$ cat config.mk
export PLATFORM = sky130hd
export DESIGN_NAME = timer_mode_controller
export DESIGN_NICKNAME = d
export VERILOG_FILES = /design/src/rtl/timer_mode_controller.sv
export SDC_FILE = /design/constraint.sdc
export NUM_CORES = 1
export LEC_CHECK = 0
export CAP_MARGIN = 40
export CORE_MARGIN = 10
export CORE_UTILIZATION = 55
export DETAILED_ROUTE_END_ITERATION = 8
export PLACE_DENSITY = 0.79
export SLEW_MARGIN = 30
export SYNTH_ARGS = -nofsm -noshare
export SYNTH_HDL_FRONTEND = slang
export SYNTH_SLANG_ARGS = --single-unit
$ cat constraint.sdc
create_clock -name clockSignal -period 2.45 [get_ports clockSignal]
set_input_delay 0.49 -clock clockSignal [delete_from_list [all_inputs] [get_ports clockSignal]]
set_output_delay 0.49 -clock clockSignal [all_outputs]
set_load 0.05 [all_outputs]
$ cat src/rtl/timer_mode_controller.sv
// rtl/timer_mode_controller.sv - button conditioning and mode/timer/stopwatch/alarm sequencing
//
// Purpose:
//   Turns the three raw push-buttons into single-cycle press events, tracks the
//   active display mode, and runs the countdown-timer, stopwatch/lap and alarm
//   ring sequencing. Drives registered run levels and one-cycle command strobes
//   into the counting datapath.
//
// Build option:
//   TIMER_DEBOUNCE_EN - when defined, each synchronized button passes through a
//   debounce counter (DEBOUNCE_CYCLES stable samples) before edge detection.
//   When undefined, the edge detector follows the synchronizer directly.
//
// Ports:
//   clockSignal   in   system clock, all state on its rising edge
//   resetSignal   in   synchronous active-high reset
//   modeInput     in   raw mode button (async, active-high)
//   startOrStop   in   raw start/stop button (async, active-high)
//   splitOrReset  in   raw split/reset button (async, active-high)
//   timerExpired  in   datapath countdown reached zero (level)
//   alarmMatch    in   clock equals armed alarm time (level)
//   mode          out  0 timer, 1 stopwatch, 2 clock/date, 3 set alarm
//   timerLoad, timerClear, lapStore, lapClear, clockSetLoad, alarmLoad
//                 out  one-cycle command strobes
//   timerRun, stopwatchRun, alarmArmed, ringSound
//                 out  registered levels
//   lapIndex      out  current lap slot
module timer_mode_controller #(
  parameter int DEBOUNCE_CYCLES = 2,
  parameter int LAP_DEPTH       = 50,
  parameter int RING_CYCLES     = 6000
) (
  input  logic       clockSignal,
  input  logic       resetSignal,
  input  logic       modeInput,
  input  logic       startOrStop,
  input  logic       splitOrReset,
  input  logic       timerExpired,
  input  logic       alarmMatch,
  output logic [1:0] mode,
  output logic       timerLoad,
  output logic       timerClear,
  output logic       lapStore,
  output logic       lapClear,
  output logic       clockSetLoad,
  output logic       alarmLoad,
  output logic       timerRun,
  output logic       stopwatchRun,
  output logic       alarmArmed,
  output logic       ringSound,
  output logic [5:0] lapIndex
);

  typedef enum logic [1:0] {
    T_IDLE  = 2'd0,
    T_RUN   = 2'd1,
    T_PAUSE = 2'd2
  } timer_state_t;

  typedef enum logic [1:0] {
    S_IDLE = 2'd0,
    S_RUN  = 2'd1,
    S_STOP = 2'd2
  } sw_state_t;

  localparam int B_MODE  = 0;
  localparam int B_START = 1;
  localparam int B_SPLIT = 2;

  localparam int              RING_W    = (RING_CYCLES > 1) ? $clog2(RING_CYCLES) : 1;
  localparam logic [RING_W-1:0] RING_LOAD = RING_W'(RING_CYCLES - 1);
  localparam logic [5:0]      LAP_LAST  = 6'(LAP_DEPTH - 1);

  // ---------------------------------------------------------------------------
  // Button conditioning: 2-flop sync -> optional debounce -> rising edge
  // ---------------------------------------------------------------------------
  logic [2:0] w_btn_raw;
  logic [2:0] r_sync1;
  logic [2:0] r_sync2;
  logic [2:0] w_level;
  logic [2:0] r_prev;
  logic [2:0] w_press;

  assign w_btn_raw = {splitOrReset, startOrStop, modeInput};

  always_ff @(posedge clockSignal) begin
    if (resetSignal) begin
      r_sync1 <= '0;
      r_sync2 <= '0;
      r_prev  <= '0;
    end else begin
      r_sync1 <= w_btn_raw;
      r_sync2 <= r_sync1;
      r_prev  <= w_level;
    end
  end

`ifdef TIMER_DEBOUNCE_EN
  localparam int              DB_W    = (DEBOUNCE_CYCLES > 1) ? $clog2(DEBOUNCE_CYCLES) : 1;
  localparam logic [DB_W-1:0] DB_LAST = DB_W'(DEBOUNCE_CYCLES - 1);

  logic [DB_W-1:0] r_db_cnt [3];
  logic [2:0]      r_db_level;

  // The accepted level only flips after DEBOUNCE_CYCLES consecutive samples
  // that disagree with it; any agreeing sample restarts the count.
  always_ff @(posedge clockSignal) begin
    if (resetSignal) begin
      r_db_level <= '0;
      for (int b = 0; b < 3; b++) r_db_cnt[b] <= '0;
    end else begin
      for (int b = 0; b < 3; b++) begin
        if (r_sync2[b] == r_db_level[b]) begin
          r_db_cnt[b] <= '0;
        end else if (r_db_cnt[b] >= DB_LAST) begin
          r_db_level[b] <= r_sync2[b];
          r_db_cnt[b]   <= '0;
        end else begin
          r_db_cnt[b] <= r_db_cnt[b] + DB_W'(1);
        end
      end
    end
  end

  assign w_level = r_db_level;
`else
  logic w_unused_cfg;
  assign w_unused_cfg = (DEBOUNCE_CYCLES > 0);
  assign w_level      = r_sync2;
`endif

  assign w_press = w_level & ~r_prev;

  // ---------------------------------------------------------------------------
  // Control state
  // ---------------------------------------------------------------------------
  logic [1:0]        r_mode;
  timer_state_t      r_t_state;
  sw_state_t         r_s_state;
  logic [5:0]        r_lap_idx;
  logic              r_armed;
  logic              r_ring;
  logic [RING_W-1:0] r_ring_cnt;
  logic              r_timer_run;
  logic              r_sw_run;
  logic              r_timer_load;
  logic              r_timer_clear;
  logic              r_lap_store;
  logic              r_lap_clear;
  logic              r_clk_set;
  logic              r_alarm_load;
  logic              r_exp_q;
  logic              r_match_q;
  logic              r_match_q2;

  logic [1:0]        w_mode_nxt;
  timer_state_t      w_t_nxt;
  sw_state_t         w_s_nxt;
  logic [5:0]        w_lap_nxt;
  logic              w_armed_nxt;
  logic              w_ring_nxt;
  logic [RING_W-1:0] w_ring_cnt_nxt;
  logic              w_timer_load_nxt;
  logic              w_timer_clear_nxt;
  logic              w_lap_store_nxt;
  logic              w_lap_clear_nxt;
  logic              w_clk_set_nxt;
  logic              w_alarm_load_nxt;
  logic              w_ring_trig;

  logic w_any_press;
  logic w_do_split;
  logic w_do_start;
  logic w_do_mode;

  // While ringing a press only silences. Otherwise split beats start beats mode
  // and the losers of a same-cycle collision are dropped.
  assign w_any_press = |w_press;
  assign w_do_split  = ~r_ring & w_press[B_SPLIT];
  assign w_do_start  = ~r_ring & w_press[B_START] & ~w_press[B_SPLIT];
  assign w_do_mode   = ~r_ring & w_press[B_MODE] & ~w_press[B_START] & ~w_press[B_SPLIT];

  always_comb begin
    w_mode_nxt        = r_mode;
    w_t_nxt           = r_t_state;
    w_s_nxt           = r_s_state;
    w_lap_nxt         = r_lap_idx;
    w_armed_nxt       = r_armed;
    w_ring_nxt        = r_ring;
    w_ring_cnt_nxt    = r_ring_cnt;
    w_timer_load_nxt  = 1'b0;
    w_timer_clear_nxt = 1'b0;
    w_lap_store_nxt   = 1'b0;
    w_lap_clear_nxt   = 1'b0;
    w_clk_set_nxt     = 1'b0;
    w_alarm_load_nxt  = 1'b0;
    w_ring_trig       = 1'b0;

    // lapIndex advances the cycle after lapStore so the strobe is seen
    // together with the slot it writes.
    if (r_lap_store && (r_lap_idx < LAP_LAST)) begin
      w_lap_nxt = r_lap_idx + 6'd1;
    end

    if (w_do_split) begin
      case (r_mode)
        2'd0: begin
          w_timer_clear_nxt = 1'b1;
          w_t_nxt           = T_IDLE;
        end
        2'd1: begin
          if (r_s_state == S_RUN) begin
            w_lap_store_nxt = 1'b1;
          end else if (r_s_state == S_STOP) begin
            w_lap_clear_nxt = 1'b1;
            w_lap_nxt       = '0;
            w_s_nxt         = S_IDLE;
          end
        end
        2'd3:    w_alarm_load_nxt = 1'b1;
        default: ;
      endcase
    end else if (w_do_start) begin
      case (r_mode)
        2'd0: begin
          case (r_t_state)
            T_IDLE: begin
              w_timer_load_nxt = 1'b1;
              w_t_nxt          = T_RUN;
            end
            T_RUN:   w_t_nxt = T_PAUSE;
            default: w_t_nxt = T_RUN;
          endcase
        end
        2'd1: begin
          w_s_nxt = (r_s_state == S_RUN) ? S_STOP : S_RUN;
        end
        2'd2:    w_clk_set_nxt = 1'b1;
        default: w_armed_nxt   = ~r_armed;
      endcase
    end else if (w_do_mode) begin
      w_mode_nxt = r_mode + 2'd1;
    end

    // Expiry is mode independent and only matters while counting down.
    if ((r_t_state == T_RUN) && r_exp_q) begin
      w_t_nxt     = T_IDLE;
      w_ring_trig = 1'b1;
    end

    if (r_armed && r_match_q && !r_match_q2) begin
      w_ring_trig = 1'b1;
    end

    if (w_ring_trig) begin
      w_ring_nxt     = 1'b1;
      w_ring_cnt_nxt = RING_LOAD;
    end else if (r_ring) begin
      if (w_any_press || (r_ring_cnt == '0)) begin
        w_ring_nxt = 1'b0;
      end else begin
        w_ring_cnt_nxt = r_ring_cnt - RING_W'(1);
      end
    end
  end

  always_ff @(posedge clockSignal) begin
    if (resetSignal) begin
      r_mode        <= '0;
      r_t_state     <= T_IDLE;
      r_s_state     <= S_IDLE;
      r_lap_idx     <= '0;
      r_armed       <= 1'b0;
      r_ring        <= 1'b0;
      r_ring_cnt    <= '0;
      r_timer_run   <= 1'b0;
      r_sw_run      <= 1'b0;
      r_timer_load  <= 1'b0;
      r_timer_clear <= 1'b0;
      r_lap_store   <= 1'b0;
      r_lap_clear   <= 1'b0;
      r_clk_set     <= 1'b0;
      r_alarm_load  <= 1'b0;
      r_exp_q       <= 1'b0;
      r_match_q     <= 1'b0;
      r_match_q2    <= 1'b0;
    end else begin
      r_mode        <= w_mode_nxt;
      r_t_state     <= w_t_nxt;
      r_s_state     <= w_s_nxt;
      r_lap_idx     <= w_lap_nxt;
      r_armed       <= w_armed_nxt;
      r_ring        <= w_ring_nxt;
      r_ring_cnt    <= w_ring_cnt_nxt;
      r_timer_run   <= (w_t_nxt == T_RUN);
      r_sw_run      <= (w_s_nxt == S_RUN);
      r_timer_load  <= w_timer_load_nxt;
      r_timer_clear <= w_timer_clear_nxt;
      r_lap_store   <= w_lap_store_nxt;
      r_lap_clear   <= w_lap_clear_nxt;
      r_clk_set     <= w_clk_set_nxt;
      r_alarm_load  <= w_alarm_load_nxt;
      // One register stage on the datapath levels sets the ring latency.
      r_exp_q       <= timerExpired;
      r_match_q     <= alarmMatch;
      r_match_q2    <= r_match_q;
    end
  end

  assign mode         = r_mode;
  assign timerLoad    = r_timer_load;
  assign timerClear   = r_timer_clear;
  assign lapStore     = r_lap_store;
  assign lapClear     = r_lap_clear;
  assign clockSetLoad = r_clk_set;
  assign alarmLoad    = r_alarm_load;
  assign timerRun     = r_timer_run;
  assign stopwatchRun = r_sw_run;
  assign alarmArmed   = r_armed;
  assign ringSound    = r_ring;
  assign lapIndex     = r_lap_idx;

endmodule

* After elaboration in Yosys (flattened, before gate mapping)
Cells that the tools add are included.
** Storage, ports and cells
- Register bits :: 47
** Cells by class
- $lt $le $gt $ge :: 1
- Reductions and logical operators :: 22
- Muxes and demuxes :: 32
- Add/sub/neg operators :: 3
- Eq/ne operators :: 9
- Bitwise operators :: 18
** Operators by type and width (number)
- 13-bit two-way mux :: 3
- 6-bit two-way mux :: 5
- 2-bit two-way mux :: 13
- 13-bit zero test :: 1
- 13-bit by 1-bit subtractor with 13-bit output, second input constant :: 1
- 3-bit OR reduction :: 4
- 1-bit two-way mux :: 11
- 2-bit by 1-bit equality test with 1-bit output, second input constant :: 5
- 1-bit NOT :: 10
- 4-bit OR reduction :: 2
- 6-bit by 1-bit adder with 6-bit output, second input constant :: 1
- 1-bit AND :: 6
- 2-bit equality test, second input constant :: 3
- 6-bit less-than comparator, second input constant :: 1
- 3-bit AND reduction :: 2
- 1-bit logical AND :: 4
- 2-bit zero test :: 2
- 2-bit AND reduction :: 2
- 2-bit OR reduction :: 2
- 3-bit AND :: 1
- 3-bit NOT :: 1
- 2-bit by 1-bit adder with 2-bit output, second input constant :: 1
- 2-bit != test, second input constant :: 1
- 2-bit nonzero test :: 1
- other kinds (2) :: 2

* Depth between registers and ports, before layout
- Word-level depth :: 8
- Mapped depth :: 6

* Least setup slack after synthesis
No wires, ideal clock.
- Path type :: reg2reg
- Start :: register r_ring_cnt[2]
- End :: register r_ring_cnt[11]
- Slack :: 0.472 ns
- Period minus slack after synthesis :: 1.978 ns
- Data required time :: 2.380 ns
- Setup time :: 0.070 ns
- Cell stages (with the launch flop) :: 5
- Arrival :: 1.908 ns
- Path through :: dfxtp_1 -> or4_4 -> or4_1 -> or4_1 -> a21boi_1
** Between the ends
- Word-level cells in the longest chain between the ends :: 4
- Elaborated cells between the ends (all ways) :: 5
- Those cells by class :: 1 x add/sub; 1 x bitwise; 3 x reduce/logical
** RTL lines
- from (decl) :: line 143 : logic [RING_W-1:0] r_ring_cnt;
- from (signal assigned) :: line 294 : r_ring_cnt <= w_ring_cnt_nxt;
- parallel branches: the longest is 4 deep, another holds 13-bit by 1-bit subtractor with 13-bit output
Parallel ways; which one is timed is not known.
A chain may end at the register's enable or synchronous reset.

* Worst setup path after layout
Same ends and word-level chain as after synthesis.

==> results.md <==
- Final worst slack: 332 ps
- Cell Area, Synth: 2110 um^2
- GRT Residual Overflow: 0
- Worst Hold Class: reg -> reg
- Area Growth Syn to Fin: 18.1%
- Min Hold Slack: 448 ps
- CTS tree: yes
- CTS buffer count: 5
- Core Area: 3690 um^2
- Max clock buf depth: 2
- Final Wtd Congestion: 0.846
- Synth area leaders: dfxtp_1 (45%), ha_1 (5.3%), nor2b_1 (5.1%)
- Port Buf Inserts: 24
- Status: complete, no violations
- Max VDD drop: 0.000442 V
- Post-synth ARST share: 0%
- Library cells used by synthesis: 39
- Top_reg_cell synth: dfxtp_1
- Worst slew margin: 53.6%
- Clock Power Share: 32.5%
- DR WL/cell: 14.7 um
- Chip height: 81.9 um
- RSZ-0062 raised after global routing: no
- Starting Density: 57.1%
- Clock sink total: 47
- Synth area leader: dfxtp_1
- Total routed wirelength: 4.44 mm
- CTS resizes: 0
- Pre-CTS WS: 382 ps
- Post-synthesis cell count: 226
- Logic pwr share: 9.9%
- Syn_area_per_cell: 9.32 um^2
- Final setup TNS: 0 ps
- Post-route cell area: 2490 um^2
- Max-slew violation count: 0
- Clock latency on the worst-skew pair: 300 ps
- H-tree Lvls: 2
- Gr usage total: 14.0%
- Crit Path Class: reg -> reg
- Placed inst area: 2400 um^2
- Reg clk slew, reported paths: 90 ps
- Max_cap viols: 0
- Clk root buf: clkbuf_8
- First-pass GRT wire length: 7.57 mm
- Initial antenna violation count: 0
- # DRC: 0
- Worst Tran Pin Value: 689 ps
- # rows: 22
- Nets@finish: 270
- Vias in the first global route: 1693
- Post-synth EDFFs: 0
- Worst-path fanout max: 7
- Critical Path End Type: flop
- DR vias/cell: 5.69
- Ports: 25
- Hold Vio Cnt, Final: 0
- FF+latch count, synth: 47
- # setup viols final: 0
- Full die area: 6700 um^2
- Diode count: 0
- Flop pwr share: 57.7%
- Final Non-Filler Cells: 303
- Syn nets: 242
- Type of origin of the critical path: flop
- YS warnings: 0
- Worst EP required: 2680 ps
- Via count: 1724
- Skew final: 6.59 ps
- Post-DP HPWL: 3.23 mm
- Synth top area share: 44.7%
- P_sw: 0.341 mW
- Standby leakage power: 0.969 nW
- 1st-pass router iterations: 4
- Postcts setup bufs: 0
- Die width: 81.9 um
- Sequential-to-total area share from yosys stat: 44.7%
- Fill count: 302
- Routed Antenna Nets: 0
- Pwr dens: 551 nW/um^2
- Largest net degree at the start of global routing: 30
- Placed Cells: 295
- Cell internal pwr: 1.03 mW
- Fmax: 472 MHz
- Period minus WS final: 2120 ps
- Post-CTS Hold Buffers: 0
- Tcrit/Tclk final: 86.5%
- Share of post-route cells with drive strength above 1: 5.88%
- Sw frac: 24.9%
- Initial drt markers: 111
- Arr. time, crit path: 2350 ps
[cell families (layout without fill, tap and decap cells)]
family | Yosys count | after routing | synth area share (%)
mux | 6 | 6 | 2.85
simple gates | 109 | 109 | 30.1
xor+xnor | 6 | 6 | 2.50
buf+inv | 15 | 44 | 2.67
fa+ha+maj | 9 | 9 | 5.35
flops | 47 | 47 | 44.7
compound gates | 34 | 34 | 11.8
[cell usage after synthesis (2+ instances only)]
cell,number
nor4b_1,2
xor2_1,3
and4_1,5
nand2b_1,7
and3_1,4
mux2i_1,6
o211ai_1,4
nor3b_1,2
nand2_1,11
a31oi_1,4
nor4_1,4
a211oi_1,3
xnor2_1,3
dfxtp_1,47
nand3_1,7
nor2b_1,17
nand3b_1,3
nand4_1,8
a311oi_1,6
nor3_1,4
or2_2,2
o31ai_1,2
ha_1,9
and2_1,5
a311o_1,2
or4_1,7
o21ai_0,7
nor2_1,18
inv_1,10
clkbuf_1,5
[power by group through the flow]
stage	combinational [mW]	clock, mW	sequential (mW)
3_3_place_gp	0.133	0	0.808
3_5_place_dp	0.135	0	0.808
4_1_cts	0.135	0.460	0.790
2_1_floorplan	0.0836	0	0.817
5_1_grt	0.149	0.490	0.793
6_report	0.135	0.445	0.791
[critical path: stages, from the launching register on]
cell and delay [ps]:
dfxtp_1 360, or4_4 570, or4_1 530, or4_1 420
a21boi_1 170
[state kept, by name, indices dropped and copies added, names as in the netlist, 2 cells and up]
signal	cells
r_sync2	3
r_sync1	3
r_prev	3
mode	2
r_t_state	2
r_s_state	2
lapIndex	6
r_ring_cnt	13
[path summary, 6_finish.rpt]
kind                                     from        endpoint  slack, ps  cells past startpoint
worst max register to register  r_ring_cnt[2]  r_ring_cnt[11]        330                      4
worst max-delay path            r_ring_cnt[2]  r_ring_cnt[11]        330                      4
worst min register to register     r_sync1[0]      r_sync2[0]        450                      1
worst min-delay path               r_sync1[0]      r_sync2[0]        450                      1
[cells in the final DEF, fill, tap and decap left out, types with 5 or more instances in the layout]
cell             Yosys  layout
a311oi_1             6       6
and2_1               5       5
and4_1               5       5
clkbuf_8             0       5
clkdlybuf4s50_1      0      24
dfxtp_1             47      47
ha_1                 9       9
inv_1               10      10
mux2i_1              6       6
nand2_1             11      11
nand2b_1             7       7
nand3_1              7       7
nand4_1              8       8
nor2_1              18      18
nor2b_1             17      17
o21ai_0              7       7
or4_1                7       7
[per-stage QoR]
| step | power (mW) | utilization, % |
|---|---|---|
| 6_report | 1.37 | 67.4 |
| 5_1_grt | 1.43 | 67.4 |
| 4_1_cts | 1.39 | 67.4 |
| 3_5_place_dp | 0.943 | 65.1 |
| 3_3_place_gp | 0.941 | 65.1 |
| 2_1_floorplan | 0.901 | - |
[layer usage]
metal  global-route usage, %  routed length (um)
met1                    16.7                2020
met2                    23.0                2030
met3                    5.13                 355
met4                    3.91                  45
met5                       0                   0
[final cells by class]
class | count | area, um^2 | share of cell area [%]
Clock buffer | 5 | 68.8 | 2.77
Clock inverter | 3 | 15.0 | 0.604
Multi-Input combinational cell | 164 | 1110 | 44.6
Tap cell | 48 | 60.1 | 2.42
Sequential cell | 47 | 941 | 37.8
Timing Repair Buffer | 26 | 255 | 10.3
Inverter | 10 | 37.5 | 1.51
(Power assumes the default switching activity.)
==> variant 1: new RTL, same settings <==
Register the inputs `modeInput`, `timerExpired` and `alarmMatch` before use, without a reset. The logic sees them one clock later.
--- a/src/rtl/timer_mode_controller.sv
+++ b/src/rtl/timer_mode_controller.sv
@@ -73,2 +73,12 @@
 
+  logic modeInput_q;
+  logic timerExpired_q;
+  logic alarmMatch_q;
+
+  always_ff @(posedge clockSignal) begin
+    modeInput_q    <= modeInput;
+    timerExpired_q <= timerExpired;
+    alarmMatch_q   <= alarmMatch;
+  end
+
   // ---------------------------------------------------------------------------
@@ -83,3 +93,3 @@
 
-  assign w_btn_raw = {splitOrReset, startOrStop, modeInput};
+  assign w_btn_raw = {splitOrReset, startOrStop, modeInput_q};
 
@@ -303,4 +313,4 @@
       // One register stage on the datapath levels sets the ring latency.
-      r_exp_q       <= timerExpired;
-      r_match_q     <= alarmMatch;
+      r_exp_q       <= timerExpired_q;
+      r_match_q     <= alarmMatch_q;
       r_match_q2    <= r_match_q;
Behaviour: not the same (a bounded check fails within 4 cycles, from zero or initial values and one cycle with resetSignal high).
==> variant 1 against the original RTL <==
- sequential cell count increased by 3
- critical endpoint unchanged
- final cell count increased by 0.99%
- design area increased by 3.3%
- clock power increased by 24%
- largest power group unchanged
- largest cell class unchanged
- routed wire length decreased by 3.1%
- die area increased by 2.1%
- setup slack got worse by 0.0018 ns
- area after synthesis increased by 2.9%
- non-clock buffer count unchanged
- core utilization increased by 1.2 points
- worst hold slack got worse by 0.0038 ns
- total power increased by 11%
- via count increased by 1.1%
==> variant 1: results (changes against the original RTL) <==
- The number of global-route vias before repair came to 1544 (was 1693).
- The met2 wire length is 1.86 mm (was 2.03 mm).
- The total detailed-routing wirelength is 4.31 mm (was 4.44 mm).
- The met1 usage in global routing is 16.5% (was 16.7%).
- The placed standard-cell area is 2460 um2 (was 2400 um2).
- The final-layout worst hold slack is 0.444 ns (was 0.448 ns).
- The total nets after synthesis came to 245 (was 242).
- The origin of the worst min-delay path is r_sync1[1] (was r_sync1[0]).
- The HPWL after detailed placement is 3.09 mm (was 3.23 mm).
- The final weighted congestion of routability-driven global placement was 0.894 (was 0.846).
- The number of violations reported at the end of detailed-routing iteration 0 is 198 (was 111).
- The slew of the pin with the lowest slew margin came to 0.664 ns (was 0.689 ns).
- The proportion of layout cells with a drive suffix above 1 was 5.04% (was 5.88%).
- The met3 global-route usage came to 4.43% (was 5.13%).
- The length of routed met3 wiring is 361 um (was 355 um).
- The end point of the most critical hold path is r_sync2[1] (was r_sync2[0]).
- The average cell area after synthesis was 9.46 um2 (was 9.32 um2).
- The overall routing resource usage is 12.8% (was 14.0%).
- The static leakage power is 0.000999 uW (was 0.000969 uW).
- Cell types occupying the most area after synthesis: sky130_fd_sc_hd__dfxtp_1, sky130_fd_sc_hd__ha_1, sky130_fd_sc_hd__nor2b_1, sky130_fd_sc_hd__nor2_1, sky130_fd_sc_hd__mux2i_1 (unchanged).
- The detailed-route wire length per cell came to 14.1 um (was 14.7 um).
- The wire length of the first global-routing pass is 7.03 mm (was 7.57 mm).
- The compound-gate portion of the synthesized area is 11.5% (was 11.8%).
- The routed length on met1 came to 2.04 mm (was 2.02 mm).
- Run status: completed (unchanged).
- The post-route clock skew is 0.00220 ns (was 0.00659 ns).
- The cell total after placement was 298 (was 295).
[variant 1: layout make-up]
| cell class | count | area [um2] |
|---|---|---|
| Fill cell | 330 | 1170 |
| Multi-Input combinational cell | 164 | 1110 |
| Sequential cell | 50 | 1000 |
| Timing Repair Buffer | 26 | 255 |
| Clock buffer | 7 | 76.3 |
| Tap cell | 48 | 60.1 |
| Inverter | 10 | 37.5 |
| Clock inverter | 1 | 30.0 |
[variant 1: metrics by stage]
step / utilization [%] / setup slack [ns]
3_3_place_gp: 65.8 / 0.431
5_1_grt: 68.6 / 0.232
2_1_floorplan: - / 0.472
4_1_cts: 68.6 / 0.364
6_report: 68.6 / 0.330
3_5_place_dp: 65.8 / 0.368
[variant 1: power breakdown]
group | internal [uW] | total [uW] | leakage, uW | switching [uW]
Combinational | 54.1 | 134 | 0.000540 | 80.0
Clock | 305 | 550 | 0.0000524 | 245
Sequential | 831 | 842 | 0.000407 | 11.4
==> variant 2: new RTL, same settings <==
Made on the original files. `RING_CYCLES`: 6000 -> 3000.
--- a/src/rtl/timer_mode_controller.sv
+++ b/src/rtl/timer_mode_controller.sv
@@ -30,3 +30,3 @@
   parameter int LAP_DEPTH       = 50,
-  parameter int RING_CYCLES     = 6000
+  parameter int RING_CYCLES     = 3000
 ) (
Formal check against the unedited RTL: same outputs for any inputs over 10 cycles, from zero or initial values and one cycle with resetSignal high; that may be too few to reach the edited logic, so the function may still have changed.
==> variant 2 against the original RTL <==
- global-route usage shrank 1.1 points
- routed wire length shrank 9.7%
- critical path type unchanged
- synthesized cell count shrank 4.9%
- area after synthesis shrank 3.6%
- first-iteration DRC count grew 28%
- setup slack lost 0.022 ns
- design area shrank 2.8%
- via count shrank 5.7%
- total power shrank 1.3%
- largest cell class unchanged
- count of clock-buffer cells in the layout grew 2
- clock power grew 3%
- sequential cell count shrank 1
==> variant 2: results (changes against the original RTL) <==
- Run status: completed (unchanged).
- The static leakage power came to 0.000906 uW (was 0.000969 uW).
- Cell types with the highest counts after synthesis: sky130_fd_sc_hd__dfxtp_1, sky130_fd_sc_hd__nor2b_1, sky130_fd_sc_hd__nor2_1 (was sky130_fd_sc_hd__dfxtp_1, sky130_fd_sc_hd__nor2_1, sky130_fd_sc_hd__nor2b_1).
- The proportion of layout cells with a drive suffix above 1 is 7.02% (was 5.88%).
- The total nets after synthesis was 231 (was 242).
- The HPWL after detailed placement was 3.00 mm (was 3.23 mm).
- The worst slew slack as a fraction of its limit is 58.0% (was 53.6%).
- The number of violations reported at the end of detailed-routing iteration 0 came to 142 (was 111).
- The post-route clock skew is 0.00604 ns (was 0.00659 ns).
- The number of global-route vias before repair came to 1554 (was 1693).
- The async set or reset register ratio after synthesis came to 0% (unchanged).
- The number of search-and-repair iterations in the first detailed-routing pass came to 5 (was 4).
- The initial antenna violation count is 0 (unchanged).
- The final layout net count is 257 (was 270).
- The number of buffers created by CTS is 5 (unchanged).
- The count of different cell masters after synthesis is 40 (was 39).
- The met1 usage in global routing came to 16.3% (was 16.7%).
- The post-place setup slack is 0.354 ns (was 0.382 ns).
- The achievable clock frequency was 0.467 GHz (was 0.472 GHz).
- The global-route track usage on met2 is 20.7% (was 23.0%).
- The number of flip-flops in the largest register is 12 (was 13).
- Clock-pin slew was measured on the worst setup and hold paths at 0.08 ns.
- The clock tree root driver cell is sky130_fd_sc_hd__clkbuf_8 (unchanged).
- The count of filler cells inserted in the layout was 293 (was 302).
- The portion of the post-synthesis area used by sequential elements is 45.4% (was 44.7%).
- The launching element of the worst setup path was ringSound (was r_ring_cnt[2]).
- The final weighted congestion of routability-driven global placement is 0.836 (was 0.846).
- The overall routing resource usage is 12.9% (was 14.0%).
- The number of warnings reported in the yosys synthesis log is 0 (unchanged).
- The number of hold violations in the final report came to 0 (unchanged).
- The reg-to-reg setup timing slack is 0.31 ns (was 0.33 ns).
- The reg-to-reg endpoint is r_ring_cnt[5] (was r_ring_cnt[11]).
- The met3 global-route usage is 4.86% (was 5.13%).
- The mean number of vias per cell is 5.60 (was 5.69).
- The post-CTS setup buffer count was 0 (unchanged).
- Cell types occupying the most area after synthesis: sky130_fd_sc_hd__dfxtp_1, sky130_fd_sc_hd__ha_1, sky130_fd_sc_hd__nor2b_1, sky130_fd_sc_hd__nor2_1, sky130_fd_sc_hd__or4_1 (was sky130_fd_sc_hd__dfxtp_1, sky130_fd_sc_hd__ha_1, sky130_fd_sc_hd__nor2b_1, sky130_fd_sc_hd__nor2_1, sky130_fd_sc_hd__mux2i_1).
- The pin count of the biggest net entering global routing is 14 (was 30).
- The biggest fanout along the worst timing path was 11 (was 7).
- The wire length of the first global-routing pass came to 6.88 mm (was 7.57 mm).
- The maximum resistive drop on vdd is 0.432 mV (was 0.442 mV).
- The detailed-route wire length per cell is 13.8 um (was 14.7 um).
==> variant 2: cell types whose count changed after synthesis, moves of 4 or more <==
cell                      change
sky130_fd_sc_hd__or3_1        +5
sky130_fd_sc_hd__o21ai_0      -4
sky130_fd_sc_hd__o41ai_1      +4
sky130_fd_sc_hd__nand4_1      -5
sky130_fd_sc_hd__and4_1       -4
==> variant 2: kinds of logic after synthesis <==
group	after synthesis	synth area share [%]
AO/OA/AOI/OAI	33	12.0
AND/OR/NAND/NOR	94	27.8
buffers and inverters	22	4.13
adder cells (fa/ha/maj)	9	5.55
flip-flops	46	45.4
XOR/XNOR	6	2.59
multiplexers	5	2.59
==> variant 2: cell type report <==
type / instances / area [um2] / share of cell area [%]
multi-input cells: 147 / 1020 / 42.4
flip-flops and latches: 46 / 921 / 38.1
repair buffers: 28 / 270 / 11.2
clock buffers: 7 / 86.3 / 3.57
well taps: 48 / 60.1 / 2.49
inverters: 13 / 48.8 / 2.02
clock inverters: 1 / 5.00 / 0.207
==> variant 2: worst min path at each step <==
stage	to	slack, ns	cells after the start	startpoint
4_1_cts	r_sync2[0]	0.45	1	r_sync1[0]
6_report	r_sync2[0]	0.45	1	r_sync1[0]
3_5_place_dp	r_sync2[2]	0.43	1	r_sync1[2]
5_1_grt	r_sync2[0]	0.46	1	r_sync1[0]
3_3_place_gp	r_sync2[2]	0.42	1	r_sync1[2]
2_1_floorplan	r_sync2[0]	0.41	1	r_sync1[0]
==> variant 2: critical path, stage by stage, from the launching register on <==
cell and delay [ns]:
sky130_fd_sc_hd__dfxtp_1 0.48, sky130_fd_sc_hd__inv_1 0.14, sky130_fd_sc_hd__or4_1 0.73, sky130_fd_sc_hd__or4_1 0.53, sky130_fd_sc_hd__a31oi_1 0.19
==> variant 2: through the flow <==
stage,hold WS (ns),instances,area (um2)
after floorplan,0.414,215,2030
after global placement,0.417,282,2320
after detailed placement,0.433,282,2320
after CTS,0.453,290,2420
after global routing,0.460,290,2420
final,0.454,290,2420
==> variant 2: report_power, final <==
group	switching (uW)	total, uW	internal, uW
registers	10.5	774	763
clock network	230	458	228
logic	68.9	121	51.9
total	310	1350	1040
==> variant 2: metal layers <==
layer	up-vias	part of all wire, %
met3	2	8.6
li1	829	-
met5	-	0
met4	0	0.30
met1	735	47
met2	59	44
